==> src/rtl/pipe_hazard_ctrl.sv <==
// Stall/flush/redirect controller for the 5-stage RV32I pipeline.
// In: ex_stall, ex_flush/ex_correctpc, mem_req/mem_ack. Out: pc_we/pc_sel/pc_target, stage_en/stage_flush, bus_err, state, cnt_*.
module pipe_hazard_ctrl #(
  parameter int XLEN        = 32,
  parameter int MEM_TIMEOUT = 16
) (
  input  logic            clk,
  input  logic            rst_n,
  input  logic            ex_stall,
  input  logic            ex_flush,
  input  logic [XLEN-1:0] ex_correctpc,
  input  logic            mem_req,
  input  logic            mem_ack,
  output logic            pc_we,
  output logic            pc_sel,
  output logic [XLEN-1:0] pc_target,
  output logic [3:0]      stage_en,
  output logic [3:0]      stage_flush,
  output logic            bus_err,
  output logic [1:0]      state,
  output logic [31:0]     cnt_stall,
  output logic [31:0]     cnt_flush,
  output logic [31:0]     cnt_memwait
);

  localparam int WW = $clog2(MEM_TIMEOUT + 1);

  typedef enum logic [1:0] {
    RUN     = 2'd0,
    LDUSE   = 2'd1,
    MEMWAIT = 2'd2,
    HALT    = 2'd3
  } state_t;

  state_t          state_q;
  state_t          state_d;
  logic [WW-1:0]   wait_q;
  logic [WW-1:0]   wait_d;
  logic [WW-1:0]   wait_inc;
  logic            init_q;
  logic            bus_err_q;
  logic            halt_set;
  logic            inc_stall;
  logic            inc_flush;
  logic            inc_mw;
  logic            freeze;
  logic [31:0]     cnt_stall_q;
  logic [31:0]     cnt_flush_q;
  logic [31:0]     cnt_memwait_q;

  assign freeze   = mem_req & ~mem_ack;
  assign wait_inc = wait_q + WW'(1);

  always_comb begin
    pc_we       = 1'b0;
    pc_sel      = 1'b0;
    pc_target   = '0;
    stage_en    = 4'b0000;
    stage_flush = 4'b0000;
    state_d     = state_q;
    wait_d      = wait_q;
    halt_set    = 1'b0;
    inc_stall   = 1'b0;
    inc_flush   = 1'b0;
    inc_mw      = 1'b0;
    // init_q holds the reset outputs for one cycle after release
    if (!rst_n || init_q) begin
      stage_flush = 4'b1111;
    end else begin
      case (state_q)
        HALT: begin
          state_d = HALT;
        end
        default: begin
          if (freeze) begin
            inc_mw  = 1'b1;
            state_d = MEMWAIT;
            if (state_q == MEMWAIT) begin
              wait_d = wait_inc;
              if (wait_inc >= WW'(MEM_TIMEOUT)) begin
                state_d  = HALT;
                halt_set = 1'b1;
              end
            end else begin
              wait_d = WW'(1);
            end
          end else begin
            // a dropped mem_req in MEMWAIT counts as completion
            wait_d = '0;
            if (ex_stall && state_q != LDUSE) begin
              stage_en    = 4'b0011;
              stage_flush = 4'b0010;
              state_d     = LDUSE;
              inc_stall   = 1'b1;
            end else if (ex_flush) begin
              pc_we       = 1'b1;
              pc_sel      = 1'b1;
              pc_target   = ex_correctpc;
              stage_en    = 4'b1111;
              stage_flush = 4'b1100;
              state_d     = RUN;
              inc_flush   = 1'b1;
            end else begin
              pc_we    = 1'b1;
              stage_en = 4'b1111;
              state_d  = RUN;
            end
          end
        end
      endcase
    end
  end

  always_ff @(posedge clk) begin
    if (!rst_n) begin
      state_q       <= RUN;
      wait_q        <= '0;
      init_q        <= 1'b1;
      bus_err_q     <= 1'b0;
      cnt_stall_q   <= '0;
      cnt_flush_q   <= '0;
      cnt_memwait_q <= '0;
    end else begin
      init_q  <= 1'b0;
      state_q <= state_d;
      wait_q  <= wait_d;
      if (halt_set)
        bus_err_q <= 1'b1;
      if (inc_stall && cnt_stall_q != '1)
        cnt_stall_q <= cnt_stall_q + 32'd1;
      if (inc_flush && cnt_flush_q != '1)
        cnt_flush_q <= cnt_flush_q + 32'd1;
      if (inc_mw && cnt_memwait_q != '1)
        cnt_memwait_q <= cnt_memwait_q + 32'd1;
    end
  end

  assign bus_err     = bus_err_q;
  assign state       = state_q;
  assign cnt_stall   = cnt_stall_q;
  assign cnt_flush   = cnt_flush_q;
  assign cnt_memwait = cnt_memwait_q;

endmodule

==> config.mk <==
export PLATFORM = sky130hd
export DESIGN_NAME = pipe_hazard_ctrl
export DESIGN_NICKNAME = d
export VERILOG_FILES = /design/src/rtl/pipe_hazard_ctrl.sv
export SDC_FILE = /design/constraint.sdc
export NUM_CORES = 1
export LEC_CHECK = 0
export CELL_PAD_IN_SITES_DETAIL_PLACEMENT = 0
export CELL_PAD_IN_SITES_GLOBAL_PLACEMENT = 1
export CORE_MARGIN = 3
export CORE_UTILIZATION = 30
export DETAILED_ROUTE_END_ITERATION = 12
export HOLD_SLACK_MARGIN = 0.1
export PLACE_DENSITY = 0.8
export SYNTH_ARGS = -nofsm -noshare
export SYNTH_HDL_FRONTEND = slang
export SYNTH_SLANG_ARGS = --single-unit
==> constraint.sdc <==
create_clock -name clk -period 2.75 [get_ports clk]
set_clock_uncertainty 0.2 [all_clocks]
set_input_delay 0.825 -clock clk [delete_from_list [all_inputs] [get_ports clk]]
set_output_delay 0.825 -clock clk [all_outputs]
set_load 0.03 [all_outputs]
# Word level (Yosys, flattened, before mapping)
# Cells that the tools add are included.
dict set report word_totals {
  ff_bits 105
  in_bits 38
  output_inout_bits 141
  word_cells 72
}
dict set report op_classes {
  add_sub_neg 4
  magnitude_cmp 1
  n_eq_ne 6
  muxes 43
  bitwise_logic 4
  n_reduce_logical 7
}
# operator count
set op_table {}
lappend op_table {{2-to-1 mux 32 bit} 5}
lappend op_table {{adder 32 x 1 -> 32 bit, second input constant} 3}
lappend op_table {{!= test 32 bit, second input constant} 3}
lappend op_table {{2-to-1 mux 4 bit} 9}
lappend op_table {{2-to-1 mux 1 bit} 25}
lappend op_table {{2-to-1 mux 5 bit} 2}
lappend op_table {{adder 5 x 1 -> 5 bit, second input constant} 1}
lappend op_table {{>= comparator 5 bit, second input constant} 1}
lappend op_table {{== test 2 bit, second input constant} 2}
lappend op_table {{logical AND 1 bit} 4}
lappend op_table {{2-to-1 mux 2 bit} 2}
lappend op_table {{inverter 1 bit} 3}
lappend op_table {{!= test 2 x 1 -> 1 bit, second input constant} 1}
lappend op_table {{AND reduction 2 bit} 1}
lappend op_table {{bitwise AND 1 bit} 1}
lappend op_table {{zero test 1 bit} 1}
lappend op_table {{logical OR 1 bit} 1}

# Logic depth before layout (Yosys ltp)
dict set report depth {
  depth_word 7
  depth_mapped 8
  ltp_nobuf 6
}

# Worst setup path before layout
# Ideal clock, no wire load.
dict set report synth_path {
  path_kind {input port to output port}
  startpoint {in rst_n}
  endpoint {out stage_en[2]}
  t_arrival_ns 2.604
  required_ns 1.725
  setup_slack_ns -0.879
  stages 6
  n_path_buf 3
  cell_sequence {buf_4 -> and2b_4 -> clkbuf_1 -> nand2_1 -> nor3_1 -> buf_4}
}
dict set report synth_between {
  elab_chain_len 3
}
# item line
set synth_lines {}
lappend synth_lines {{start: declaration} 8} ;# input logic rst_n,
lappend synth_lines {{zero test 1 bit} n/a}
lappend synth_lines {{logical OR 1 bit} 67} ;# if (!rst_n || init_q) begin
lappend synth_lines {{2-to-1 mux 4 bit} 67}
lappend synth_lines {{end: declaration} 17} ;# output logic [3:0] stage_en,
# No other way between the ends.

# Final worst setup path
dict set report layout_path {
  startpoint {in mem_ack}
  endpoint {out pc_target[24]}
}
dict set report layout_between {
  elab_chain_len 5
}
# item line
set layout_lines {}
lappend layout_lines {{start: declaration} 13} ;# input logic mem_ack,
lappend layout_lines {{inverter 1 bit} 51} ;# assign freeze = mem_req & ~mem_ack;
lappend layout_lines {{bitwise AND 1 bit} 51}
lappend layout_lines {{2-to-1 mux 32 bit} 75} ;# if (freeze) begin
lappend layout_lines {{2-to-1 mux 32 bit} 70} ;# case (state_q)
lappend layout_lines {{2-to-1 mux 32 bit} 67}
lappend layout_lines {{end: declaration} 16} ;# output logic [XLEN-1:0] pc_target,
# No other way between the ends.

==> results.toml <==
[status]
status = "finished with violations"
failed_checks = "negative setup slack"

[final_layout]
nets = 952
n_antenna_cell = 0
design_area_mm2 = 0.00879
areaGrowthSynthToFinish_pct = 56.7
drive_gt1_share_pct = 22.5
utilization_pct = 48.5
instances_no_fill = 1144

[power_and_ir_drop]
swShare_pct = 25.9
power_switching_uw = 855
power_density_mw_per_mm2 = 376
internal_power_uw = 2450
comb_power_share_pct = 11.2
power_uw = 3300
leakagePower_uw = 0.00300
pwr-share-clk_pct = 42.3
p_seq_share_pct = 46.5
ir_worst_vdd_v = 0.000343

[critical_path]
cp-start-kind = "input port"
criticalPathCategory = "input port to output pin"
endpoint_kind = "output pin"
required_ns = 1.73
max_stage_delay_ns = 0.25
crit_slowest_cell = "and4_4"
cp_cell_sequence = "buf_6, nand2b_4, and4_4, buf_4, and3_4, buf_6"
critPathMaxFanout = 9
path_common_cell = "buf_6"
cp_top_family = "simple AND/OR/NAND/NOR gates"
worst_ep_arrival_time_ns = 1.82
path_buf_inv = 3

[floorplan]
ios = 179
die-area_mm2 = 0.0204
rows = 49
core_mm2 = 0.0181
die_h_um = 143
initial_utilization_pct = 30.9
chipWidth_um = 143

[drt]
antenna_left = 0
dr.first_iter.drc_count = 322
drc = 0
wl_um = 18700
vias = 6158
wl_per_cell_um = 16.4
dr.pass1.iters = 4
vias_per_cell = 5.38

[logic_synthesis]
ys_types = 55
synth_edf_count = 0
synthCells = 684
async_reset_ff_share_pct = 0
syn_area_per_cell_um2 = 8.20
synth-seq-cells = 105
yosys_warnings = 0
syn_area_mm2 = 0.00561
syn-num-nets = 726
yosys_most_used_dff = "dfxtp_1"
synth-seq-area-share_pct = 37.5

[grt]
antenna_found_initial = 0
grt_pass1_vias = 5806
grt_usage_pct = 17.8
overflow = 0
grt_pass1_wl_um = 29700
grt_max_degree = 46

[timing]
rsz0062_at_grt = "yes"
drv_slew = 0
setup_viol = 33
min_period_ns = 2.85
worst_slack_ns = -0.0982
slew_headroom_pct = 57.8
max_slew.worst_pin.slew_ns = 0.630
fmax_mhz = 351
hold_viol_final = 0
period_share_pct = 104

[placed_design]
placement.io_buffers = 178
gp_congestion = 0.792
place_inst = 1113
dp_hpwl_um = 13100
placed_cell_area_mm2 = 0.00808

[clocking]
cts_tree = "done"
clockBufferDepth = 2
path_clk_slew_ns = 0.08
cts_root_buffer = "clkbuf_16"
clk_latency_ns = 0.36
cts_buffers = 9
cts_max_level = 3
cts_sinks = 105

[job]
maxCapViolations = 0

[min_path]
hold_path_class = "flop to flop"
==> logic make-up (layout without fill, tap and decap cells) <==
kind of cell / after synthesis / in the layout / share of synthesized area (%)
xor gates and xnor gates: 13 / 13 / 2.03
AOI/OAI and AO/OA: 160 / 160 / 17.8
buffers and inverters: 57 / 288 / 4.73
muxes: 11 / 11 / 1.96
adders and majority gates: 4 / 4 / 0.892
and+or+nand+nor: 334 / 334 / 35.1
DFF: 105 / 105 / 37.5
==> per-stage QoR <==
stage	TNS [ns]	hold slack [ns]	setup WS, ns
2_1_floorplan	-3.69	0.259	-0.218
3_3_place_gp	-41.32	0.236	-0.523
3_5_place_dp	-43.43	0.249	-0.551
4_1_cts	-3.55	0.268	-0.176
5_1_grt	-3.80	0.293	-0.133
6_report	-2.56	0.264	-0.0982
==> state kept, by name, indices dropped and copies added (netlist names) <==
signal / count
cnt_flush: 32
cnt_memwait: 32
cnt_stall: 32
wait_q: 5
state: 2
bus_err: 1
init_q: 1
==> placed cells by master, fill, tap and decap left out, types with 3 or more instances in the layout <==
cell type	netlist	routed
a21oi_1	57	57
and2_1	3	3
and3_1	45	13
and3_4	0	31
and4_1	15	14
buf_12	0	6
buf_4	8	75
buf_6	2	45
clkbuf_16	0	10
clkdlybuf4s50_1	0	131
dfxtp_1	105	104
ha_1	4	4
inv_1	11	9
mux2i_1	11	11
nand2_1	54	51
nand2b_1	11	9
nand3_1	39	39
nand4_1	35	35
nor2_1	28	27
nor2b_1	5	5
nor3_1	8	6
nor4_1	16	15
o211ai_1	16	16
o21ai_0	33	32
o311ai_0	4	4
o31ai_1	33	32
o41ai_1	4	4
or3_1	28	28
or4_1	31	31
xnor2_1	9	9
xor2_1	4	4
==> layout make-up <==
type,instances,area [µm²]
Clock inverter,7,95.1
Tap cell,229,287
Multi-Input combinational cell,522,3480
Inverter,12,47.5
Clock buffer,9,225
Timing Repair Buffer,260,2560
Sequential cell,105,2100
Fill cell,1780,9350
==> timing repair <==
item | 4_1_cts | 5_1_grt
buffers inserted | 7 | 7
endpoints found under the setup margin | 57 | 49
hold buffers | 0 | 0
pin swaps | 12 | 15
hold endpoints to repair | 0 | 0
gates cloned | 3 | 1
gates resized for setup | 70 | 11
==> path summary, 6_finish.rpt <==
path | start | to | slack [ns] | cells after the start
min reg2reg | bus_err | bus_err | 0.26 | 1
min | bus_err | bus_err | 0.26 | 1
max reg2reg | state[0] | cnt_flush[23] | 0.22 | 7
max | mem_ack | pc_target[24] | -0.1 | 6
==> worst register-to-register path: cells and delay by family, from the launching register on <==
kind            cells  cell delay (ns)
simple gates        4             1.51
flops               1             0.42
buf+inv             2             0.20
compound gates      1             0.14
==> power groups by stage <==
stage	registers [µW]	logic, µW	clock network (µW)
after floorplan	1580	143	0
after global placement	1570	304	0
after detailed placement	1570	304	0
after CTS	1540	362	1450
after global routing	1540	393	1500
final	1540	371	1400
==> per-layer routing <==
metal  share of wire, %  global-route usage [%]
met3                4.4                    4.15
met5                  0                       0
met2                 47                    28.1
met4                1.3                    5.20
met1                 47                    24.3
==> Yosys cell counts (all sizes together), types with 12 or more instances <==
cell	number	area share [%]
o21ai	33	2.9
nor4	17	2.0
a21oi	57	5.1
clkbuf	30	2.0
or4	33	4.5
o211ai	16	2.1
o31ai	33	4.4
nand3	40	3.8
nor2	28	1.9
dfxtp	105	37
buf	15	1.9
and3	45	5.0
and4	16	2.5
or3	28	3.1
inv	12	0.80
nand2	54	3.6
nand4	36	4.1
(Power assumes the default switching activity.)
